### config.mk
export PLATFORM = sky130hd
export DESIGN_NAME = motor_pwm_fsm_flat
export DESIGN_NICKNAME = d
export VERILOG_FILES = /design/src/rtl/motor_pwm_fsm_pkg.sv /design/src/rtl/motor_pwm_fsm_if.sv /design/src/rtl/motor_pwm_fsm_debounce.sv /design/src/rtl/motor_pwm_fsm.sv /design/src/flat_wrapper.sv
export SDC_FILE = /design/constraint.sdc
export NUM_CORES = 1
export LEC_CHECK = 0
export CAP_MARGIN = 5
export CORE_MARGIN = 5
export CORE_UTILIZATION = 25
export CTS_CLUSTER_SIZE = 40
export DETAILED_ROUTE_END_ITERATION = 12
export HOLD_SLACK_MARGIN = 0.06
export PLACE_DENSITY = 0.52
export SYNTH_ARGS = -nofsm -noshare
export SYNTH_HDL_FRONTEND = slang
export SYNTH_HIERARCHICAL = 1
export SYNTH_SLANG_ARGS = --single-unit
export TNS_END_PERCENT = 1
### constraint.sdc
create_clock -name i_clk -period 1.65 [get_ports i_clk]
set_input_delay 0.2475 -clock i_clk [delete_from_list [all_inputs] [get_ports i_clk]]
set_output_delay 0.2475 -clock i_clk [all_outputs]
set_load 0.01 [all_outputs]
### src/rtl/motor_pwm_fsm_pkg.sv
// Shared types and default settings for the motor speed controller.
package motor_pkg;

  typedef enum logic [1:0] {
    S_STOP = 2'd0,
    S_LOW  = 2'd1,
    S_MID  = 2'd2,
    S_HIGH = 2'd3
  } speed_t;

  localparam int unsigned PWM_PERIOD_DEF   = 100;
  localparam int unsigned DUTY_LOW_DEF     = 25;
  localparam int unsigned DUTY_MID_DEF     = 50;
  localparam int unsigned DUTY_HIGH_DEF    = 75;
  localparam int unsigned DEBOUNCE_CYC_DEF = 20;

  // Speed-button ladder: STOP -> LOW -> MID -> HIGH -> STOP.
  function automatic speed_t speed_step(input speed_t cur);
    speed_t nxt;
    case (cur)
      S_STOP:  nxt = S_LOW;
      S_LOW:   nxt = S_MID;
      S_MID:   nxt = S_HIGH;
      default: nxt = S_STOP;
    endcase
    return nxt;
  endfunction

endpackage

### src/rtl/motor_pwm_fsm_if.sv
// Button/timeout inputs and motor outputs of the speed controller.
// The master side drives the buttons and timeout; the slave is the controller.
interface motor_pwm_if;
  logic       i_btn_speed;
  logic       i_btn_stop;
  logic       i_timeout;
  logic       o_pwm;
  logic [1:0] o_speed;
  logic       o_running;

  modport master (
    output i_btn_speed, i_btn_stop, i_timeout,
    input  o_pwm, o_speed, o_running
  );

  modport slave (
    input  i_btn_speed, i_btn_stop, i_timeout,
    output o_pwm, o_speed, o_running
  );
endinterface

### src/rtl/motor_pwm_fsm_debounce.sv
// Raw push-button conditioner: two-flop synchroniser, stability counter,
// and a single-cycle pulse on each accepted press.
module button_debounce #(
  parameter int unsigned DEBOUNCE_CYC = 20
) (
  input  logic i_clk,
  input  logic i_reset_n,
  input  logic i_btn,
  output logic o_level,
  output logic o_press
);

  localparam int unsigned CNT_W = $clog2(DEBOUNCE_CYC + 1);
  localparam logic [CNT_W-1:0] CNT_LAST = CNT_W'(DEBOUNCE_CYC - 1);

  logic             sync_a;
  logic             sync_b;
  logic             level_d;
  logic [CNT_W-1:0] stable_cnt;

  // Bring the asynchronous button into the clock domain.
  always_ff @(posedge i_clk or negedge i_reset_n) begin
    if (!i_reset_n) begin
      sync_a <= 1'b0;
      sync_b <= 1'b0;
    end else begin
      sync_a <= i_btn;
      sync_b <= sync_a;
    end
  end

  // Accept a new level only after it has been seen on DEBOUNCE_CYC
  // consecutive samples; any bounce back to the old level restarts the count.
  always_ff @(posedge i_clk or negedge i_reset_n) begin
    if (!i_reset_n) begin
      stable_cnt <= '0;
      o_level    <= 1'b0;
    end else if (sync_b == o_level) begin
      stable_cnt <= '0;
    end else if (stable_cnt == CNT_LAST) begin
      stable_cnt <= '0;
      o_level    <= sync_b;
    end else begin
      stable_cnt <= stable_cnt + 1'b1;
    end
  end

  // One-cycle pulse on the rising edge of the accepted level, so a held
  // button produces exactly one press.
  always_ff @(posedge i_clk or negedge i_reset_n) begin
    if (!i_reset_n) begin
      level_d <= 1'b0;
      o_press <= 1'b0;
    end else begin
      level_d <= o_level;
      o_press <= o_level & ~level_d;
    end
  end

endmodule

### src/rtl/motor_pwm_fsm.sv
// Motor speed controller: button-driven STOP/LOW/MID/HIGH state machine
// with a fixed-period PWM drive. A raised timer flag forces STOP and keeps
// the motor there until the flag drops.
//
//  state  | meaning
//  S_STOP | motor off, PWM duty 0
//  S_LOW  | PWM duty DUTY_LOW per period
//  S_MID  | PWM duty DUTY_MID per period
//  S_HIGH | PWM duty DUTY_HIGH per period
module motor_pwm_fsm
  import motor_pkg::*;
#(
  parameter int unsigned PWM_PERIOD   = PWM_PERIOD_DEF,
  parameter int unsigned DUTY_LOW     = DUTY_LOW_DEF,
  parameter int unsigned DUTY_MID     = DUTY_MID_DEF,
  parameter int unsigned DUTY_HIGH    = DUTY_HIGH_DEF,
  parameter int unsigned DEBOUNCE_CYC = DEBOUNCE_CYC_DEF
) (
  input  logic        i_clk,
  input  logic        i_reset_n,
  motor_pwm_if.slave  bus
);

  localparam int unsigned CNT_W  = $clog2(PWM_PERIOD);
  localparam int unsigned DUTY_W = CNT_W + 1;

  localparam logic [CNT_W-1:0] CNT_LAST = CNT_W'(PWM_PERIOD - 1);

  // Duties above the period clamp to the period, which keeps the output
  // permanently high since the counter never reaches PWM_PERIOD.
  localparam logic [DUTY_W-1:0] DUTY_LOW_SAT =
    (DUTY_LOW > PWM_PERIOD) ? DUTY_W'(PWM_PERIOD) : DUTY_W'(DUTY_LOW);
  localparam logic [DUTY_W-1:0] DUTY_MID_SAT =
    (DUTY_MID > PWM_PERIOD) ? DUTY_W'(PWM_PERIOD) : DUTY_W'(DUTY_MID);
  localparam logic [DUTY_W-1:0] DUTY_HIGH_SAT =
    (DUTY_HIGH > PWM_PERIOD) ? DUTY_W'(PWM_PERIOD) : DUTY_W'(DUTY_HIGH);

  speed_t            state;
  speed_t            state_nx;
  logic              press_speed;
  logic              press_stop;
  logic              level_speed;
  logic              level_stop;
  logic              unused_levels;
  logic              running_q;
  logic [CNT_W-1:0]  pwm_cnt;
  logic [DUTY_W-1:0] duty_tgt;
  logic [DUTY_W-1:0] duty_act;
  logic              pwm_q;

  button_debounce #(.DEBOUNCE_CYC(DEBOUNCE_CYC)) u_db_speed (
    .i_clk     (i_clk),
    .i_reset_n (i_reset_n),
    .i_btn     (bus.i_btn_speed),
    .o_level   (level_speed),
    .o_press   (press_speed)
  );

  button_debounce #(.DEBOUNCE_CYC(DEBOUNCE_CYC)) u_db_stop (
    .i_clk     (i_clk),
    .i_reset_n (i_reset_n),
    .i_btn     (bus.i_btn_stop),
    .o_level   (level_stop),
    .o_press   (press_stop)
  );

  // Only the press pulses steer the FSM; the held levels are not needed here.
  assign unused_levels = level_speed ^ level_stop;

  // Speed state and running flag registers.
  always_ff @(posedge i_clk or negedge i_reset_n) begin
    if (!i_reset_n) begin
      state     <= S_STOP;
      running_q <= 1'b0;
    end else begin
      state     <= state_nx;
      running_q <= (state_nx != S_STOP);
    end
  end

  // Next state: timeout beats a stop press, which beats a speed press.
  always_comb begin
    state_nx = state;
    if (bus.i_timeout) begin
      state_nx = S_STOP;
    end else if (press_stop) begin
      state_nx = S_STOP;
    end else if (press_speed) begin
      state_nx = speed_step(state);
    end
  end

  // Target duty for the current speed.
  always_comb begin
    duty_tgt = '0;
    case (state)
      S_LOW:   duty_tgt = DUTY_LOW_SAT;
      S_MID:   duty_tgt = DUTY_MID_SAT;
      S_HIGH:  duty_tgt = DUTY_HIGH_SAT;
      default: duty_tgt = '0;
    endcase
  end

  // Free-running period counter, active in every state.
  always_ff @(posedge i_clk or negedge i_reset_n) begin
    if (!i_reset_n) begin
      pwm_cnt <= '0;
    end else if (pwm_cnt == CNT_LAST) begin
      pwm_cnt <= '0;
    end else begin
      pwm_cnt <= pwm_cnt + 1'b1;
    end
  end

  // Active duty changes only at the period boundary to avoid runt pulses,
  // except that going to STOP kills the drive straight away.
  always_ff @(posedge i_clk or negedge i_reset_n) begin
    if (!i_reset_n) begin
      duty_act <= '0;
    end else if (state_nx == S_STOP) begin
      duty_act <= '0;
    end else if (pwm_cnt == CNT_LAST) begin
      duty_act <= duty_tgt;
    end
  end

  // Registered PWM compare.
  always_ff @(posedge i_clk or negedge i_reset_n) begin
    if (!i_reset_n) begin
      pwm_q <= 1'b0;
    end else begin
      pwm_q <= ({1'b0, pwm_cnt} < duty_act);
    end
  end

  assign bus.o_pwm     = pwm_q;
  assign bus.o_speed   = state;
  assign bus.o_running = running_q;

endmodule

### src/flat_wrapper.sv
// flat-port wrapper written by rule: the top's interface ports become plain ports
module motor_pwm_fsm_flat import motor_pkg::*;
#(
  parameter int unsigned PWM_PERIOD   = PWM_PERIOD_DEF,
  parameter int unsigned DUTY_LOW     = DUTY_LOW_DEF,
  parameter int unsigned DUTY_MID     = DUTY_MID_DEF,
  parameter int unsigned DUTY_HIGH    = DUTY_HIGH_DEF,
  parameter int unsigned DEBOUNCE_CYC = DEBOUNCE_CYC_DEF
)
  (i_clk, i_reset_n, bus_i_btn_speed, bus_i_btn_stop, bus_i_timeout, bus_o_pwm, bus_o_speed, bus_o_running);
  motor_pwm_if bus_i ();
  input  logic i_clk;
  input  logic i_reset_n;
  input wire logic [$bits(bus_i.i_btn_speed)-1:0] bus_i_btn_speed;
  input wire logic [$bits(bus_i.i_btn_stop)-1:0] bus_i_btn_stop;
  input wire logic [$bits(bus_i.i_timeout)-1:0] bus_i_timeout;
  output wire logic [$bits(bus_i.o_pwm)-1:0] bus_o_pwm;
  output wire logic [$bits(bus_i.o_speed)-1:0] bus_o_speed;
  output wire logic [$bits(bus_i.o_running)-1:0] bus_o_running;
  assign bus_i.i_btn_speed = bus_i_btn_speed;
  assign bus_i.i_btn_stop = bus_i_btn_stop;
  assign bus_i.i_timeout = bus_i_timeout;
  assign bus_o_pwm = bus_i.o_pwm;
  assign bus_o_speed = bus_i.o_speed;
  assign bus_o_running = bus_i.o_running;
  motor_pwm_fsm #(.PWM_PERIOD(PWM_PERIOD), .DUTY_LOW(DUTY_LOW), .DUTY_MID(DUTY_MID), .DUTY_HIGH(DUTY_HIGH), .DEBOUNCE_CYC(DEBOUNCE_CYC)) u_core (.i_clk(i_clk), .i_reset_n(i_reset_n), .bus(bus_i));
endmodule
==> impl_results.md, run 1 <==
- Critical Path Max Stage Delay: 0.38 ns
- Via/cell ratio: 4.39
- Area contributors post-synth: dfrtp_1, ha_1, xnor2_1
- Reg clk slew, reported paths: 0.07 ns
- Avg Inst Size Synth: 11.6 um^2
- Post-Layout Cell Count: 246
- Routed len/inst: 11.4 um
- Part of the power in registers: 50.4%
- Source-to-sink clock delay at the later pin of the worst-skew pair: 0.28 ns
- Full die area: 8360 um^2
- Antenna-violating nets left: 0
- CP most frequent cell: buf_4
- Power per cell area: 881 nW/um^2
- Final Wtd Congestion: 0.790
- Initial antenna violation count: 0
- Slowest CP cell: dfrtp_1
- Vias in the first global route: 1142
- Switching power: 0.000350 W
- Ratio of cells with drive above 1 in the final layout: 16.0%
- RSZ-0062 raised after global routing: no
- Num rows: 29
- R2R setup slack: 0.09 ns
- Sequential cell area fraction in the yosys report: 54.3%
- Clock share of power: 46.3%
- Global-route wire length before repair: 4990 um
- 1st-pass router iterations: 4
- Cell Int Power: 0.00146 W
- Syn. warnings: 6
- H-tree lvl count: 2
- Fraction of synthesis flops using an asynchronous set or reset pin: 100%
- # IOs: 9
- Post-CTS setup buffers: 0
- Slew margin rel.: 68.4%
- Final instance area: 2050 um^2
- Status: completed
- Final #Nets: 186
- Critical path type: register to register
- Initial Util: 26.0%
- Largest fanout on the critical path: 5
- Synth cell count leaders: dfrtp_1, ha_1, nor2_1, nand3_1
- Slew of the pin with the lowest slew margin: 0.474 ns
- Most frequent cell after synthesis: dfrtp_1
- Maximum vdd drop: 571 uV
- P_leak: 0.903 nW
- Clock Skew: 0.00722 ns
- CTS Root Cell: clkbuf_8
- Largest net degree at the start of global routing: 20
- Tcrit/Tclk final: 94.7%
- Syn Std Cell Area: 1660 um^2
- CP Cell Sequence: buf_4 -> ha_1 -> o21a_1 -> o31ai_4 -> buf_4 -> a21oi_1
- Register bit total from synthesis: 36
- # setup viols final: 0
- Startpoint Class: register
- Ant. Diodes: 0
- Post-synthesis cell type count: 29
- WP data required: 1.81 ns
- Post-Synthesis Cells: 143
- Die width: 91.4 um
- CP Capture Type: register
- Top-area cell type share of the netlist area: 54.3%
- Port Buffers: 8
- Max-Cap Viols: 0
- Post-Place Cells: 237
- Total Wirelength: 2810 um
- Synth area leader: dfrtp_1
- Overall Global Routing Usage: 7.26%
- Comb pwr share: 3.3%
- Final hold vios: 0
- Post-synth EDFFs: 0
- Worst path arrival time: 1.72 ns
- Final setup TNS: 0 ns
- P&R area growth vs syn: 23.8%
- Switching Fraction: 19.3%
- # DRC: 0
- Num CTS Buffers: 5
- Detail Placement HPWL: 2020 um
- Core ar.: 6390 um^2
- DIE HEIGHT: 91.4 um
- Vias: 1081
- Slew Limit Fails: 0
- CTS max path bufs: 2
- Min-Delay Path Class: register to register
- Iter 0 DRT Violations: 42
- Most used DFF post-synth: dfrtp_1
- Global route total overflow: 0
- CTS sink cnt: 36
- Placed cell areas: 1910 um^2
- Crit path time final: 1.56 ns
- Syn Nets: 161
- CTS tree: built
- Max Fclk: 640 MHz
## layout make-up
class	instances	area [um^2]
Clock buffer	7	96.3
Clock inverter	1	30.0
Fill cell	653	4330
Inverter	8	30.0
Multi-Input combinational cell	97	719
Sequential cell	36	901
Tap cell	77	96.3
Timing Repair Buffer	20	180
## cell usage in the layout, fill, tap and decap left out, types with 3 or more instances in the layout
master,synthesis,routed
o21a_1,3,3
o21ai_0,6,6
xnor2_1,7,7
dfrtp_1,36,36
nor2b_1,4,4
nor2_1,13,13
clkbuf_8,0,7
clkdlybuf4s50_1,0,7
and2_1,5,5
inv_1,8,8
a21oi_1,8,8
nand2_1,3,3
xor2_1,4,4
buf_4,0,10
nand3_1,11,11
ha_1,13,13
## worst max-delay path, delay by kind of cell (launching register included)
kind / cells / cell delay [ns]
AOI/OAI and AO/OA: 3 / 0.53
DFF: 1 / 0.38
buffers and inverters: 2 / 0.32
adders and majority gates: 1 / 0.21
## timing repair
| item | 4_1_cts | 5_1_grt |
|---|---|---|
| hold buffers | 1 | 0 |
| hold endpoints to repair | 18 | 0 |
| setup endpoints to repair | 0 | 4 |
| gates resized for setup | 0 | 1 |
## metal layers
layer	part of all wire (%)	GRT usage [%]	vias to the layer above
met5	0	0	-
met1	48	9.51	522
met3	3.8	2.73	2
met4	0.89	3.55	0
met2	47	10.4	14
li1	-	-	543
## registers in the layout, summed over array words and instances (netlist names), 2 cells and up
name                          count
u_core/duty_act                   5
u_core/pwm_cnt                    7
u_core/u_db_stop/stable_cnt       5
u_core/u_db_speed/stable_cnt      5
u_core/bus.o_speed                2
## power groups by stage
stage | Clock (W) | Sequential (W) | Combinational [W]
floorplan | 0 | 0.000927 | 0.0000233
global placement | 0 | 0.000929 | 0.0000597
detailed placement | 0 | 0.000929 | 0.0000602
CTS | 0.000868 | 0.000912 | 0.0000623
global route | 0.000903 | 0.000914 | 0.0000702
finish | 0.000837 | 0.000912 | 0.0000601
## worst paths after layout
| path | startpoint | to | cells past startpoint |
|---|---|---|---|
| min in group asynchronous | i_reset_n | u_core/u_db_stop/o_press | 2 |
| max in group asynchronous | i_reset_n | u_core/duty_act[1] | 3 |
| setup reg to reg | u_core/bus.o_speed[1] | u_core/duty_act[1] | 6 |
| setup / recovery | u_core/bus.o_speed[1] | u_core/duty_act[1] | 6 |
| hold / removal | u_core/u_db_stop/sync_a | u_core/u_db_stop/sync_b | 0 |
| hold reg to reg | u_core/u_db_stop/sync_a | u_core/u_db_stop/sync_b | 0 |
## through the flow
stage	total power [W]	utilization (%)	hold WS (ns)	worst slack, ns
2_1_floorplan	0.000950	-	-0.0481	0.0377
3_3_place_gp	0.000989	29.9	0.230	0.151
3_5_place_dp	0.000989	29.9	0.232	0.0896
4_1_cts	0.00184	32.0	0.353	0.0792
5_1_grt	0.00189	32.2	0.354	0.0211
6_report	0.00181	32.2	0.350	0.0870
## kinds of logic (layout without fill, tap and decap cells)
| family | Yosys count | in the layout | synth area share, % |
|---|---|---|---|
| AO/OA/AOI/OAI | 24 | 24 | 9.89 |
| buffers and inverters | 10 | 36 | 2.79 |
| XOR/XNOR | 11 | 11 | 5.81 |
| multiplexers | 3 | 3 | 2.04 |
| AND/OR/NAND/NOR | 46 | 46 | 15.3 |
| flip-flops | 36 | 36 | 54.3 |
| adder cells (fa/ha/maj) | 13 | 13 | 9.81 |
No activity file was read; power rests on OpenSTA's default activity.
==> run 2, diff against run 1 <==
- SLEW_MARGIN: default -> 20
==> results of run 2 <==
Same layout as run 1: the final DEF is identical, and so are final timing and power.
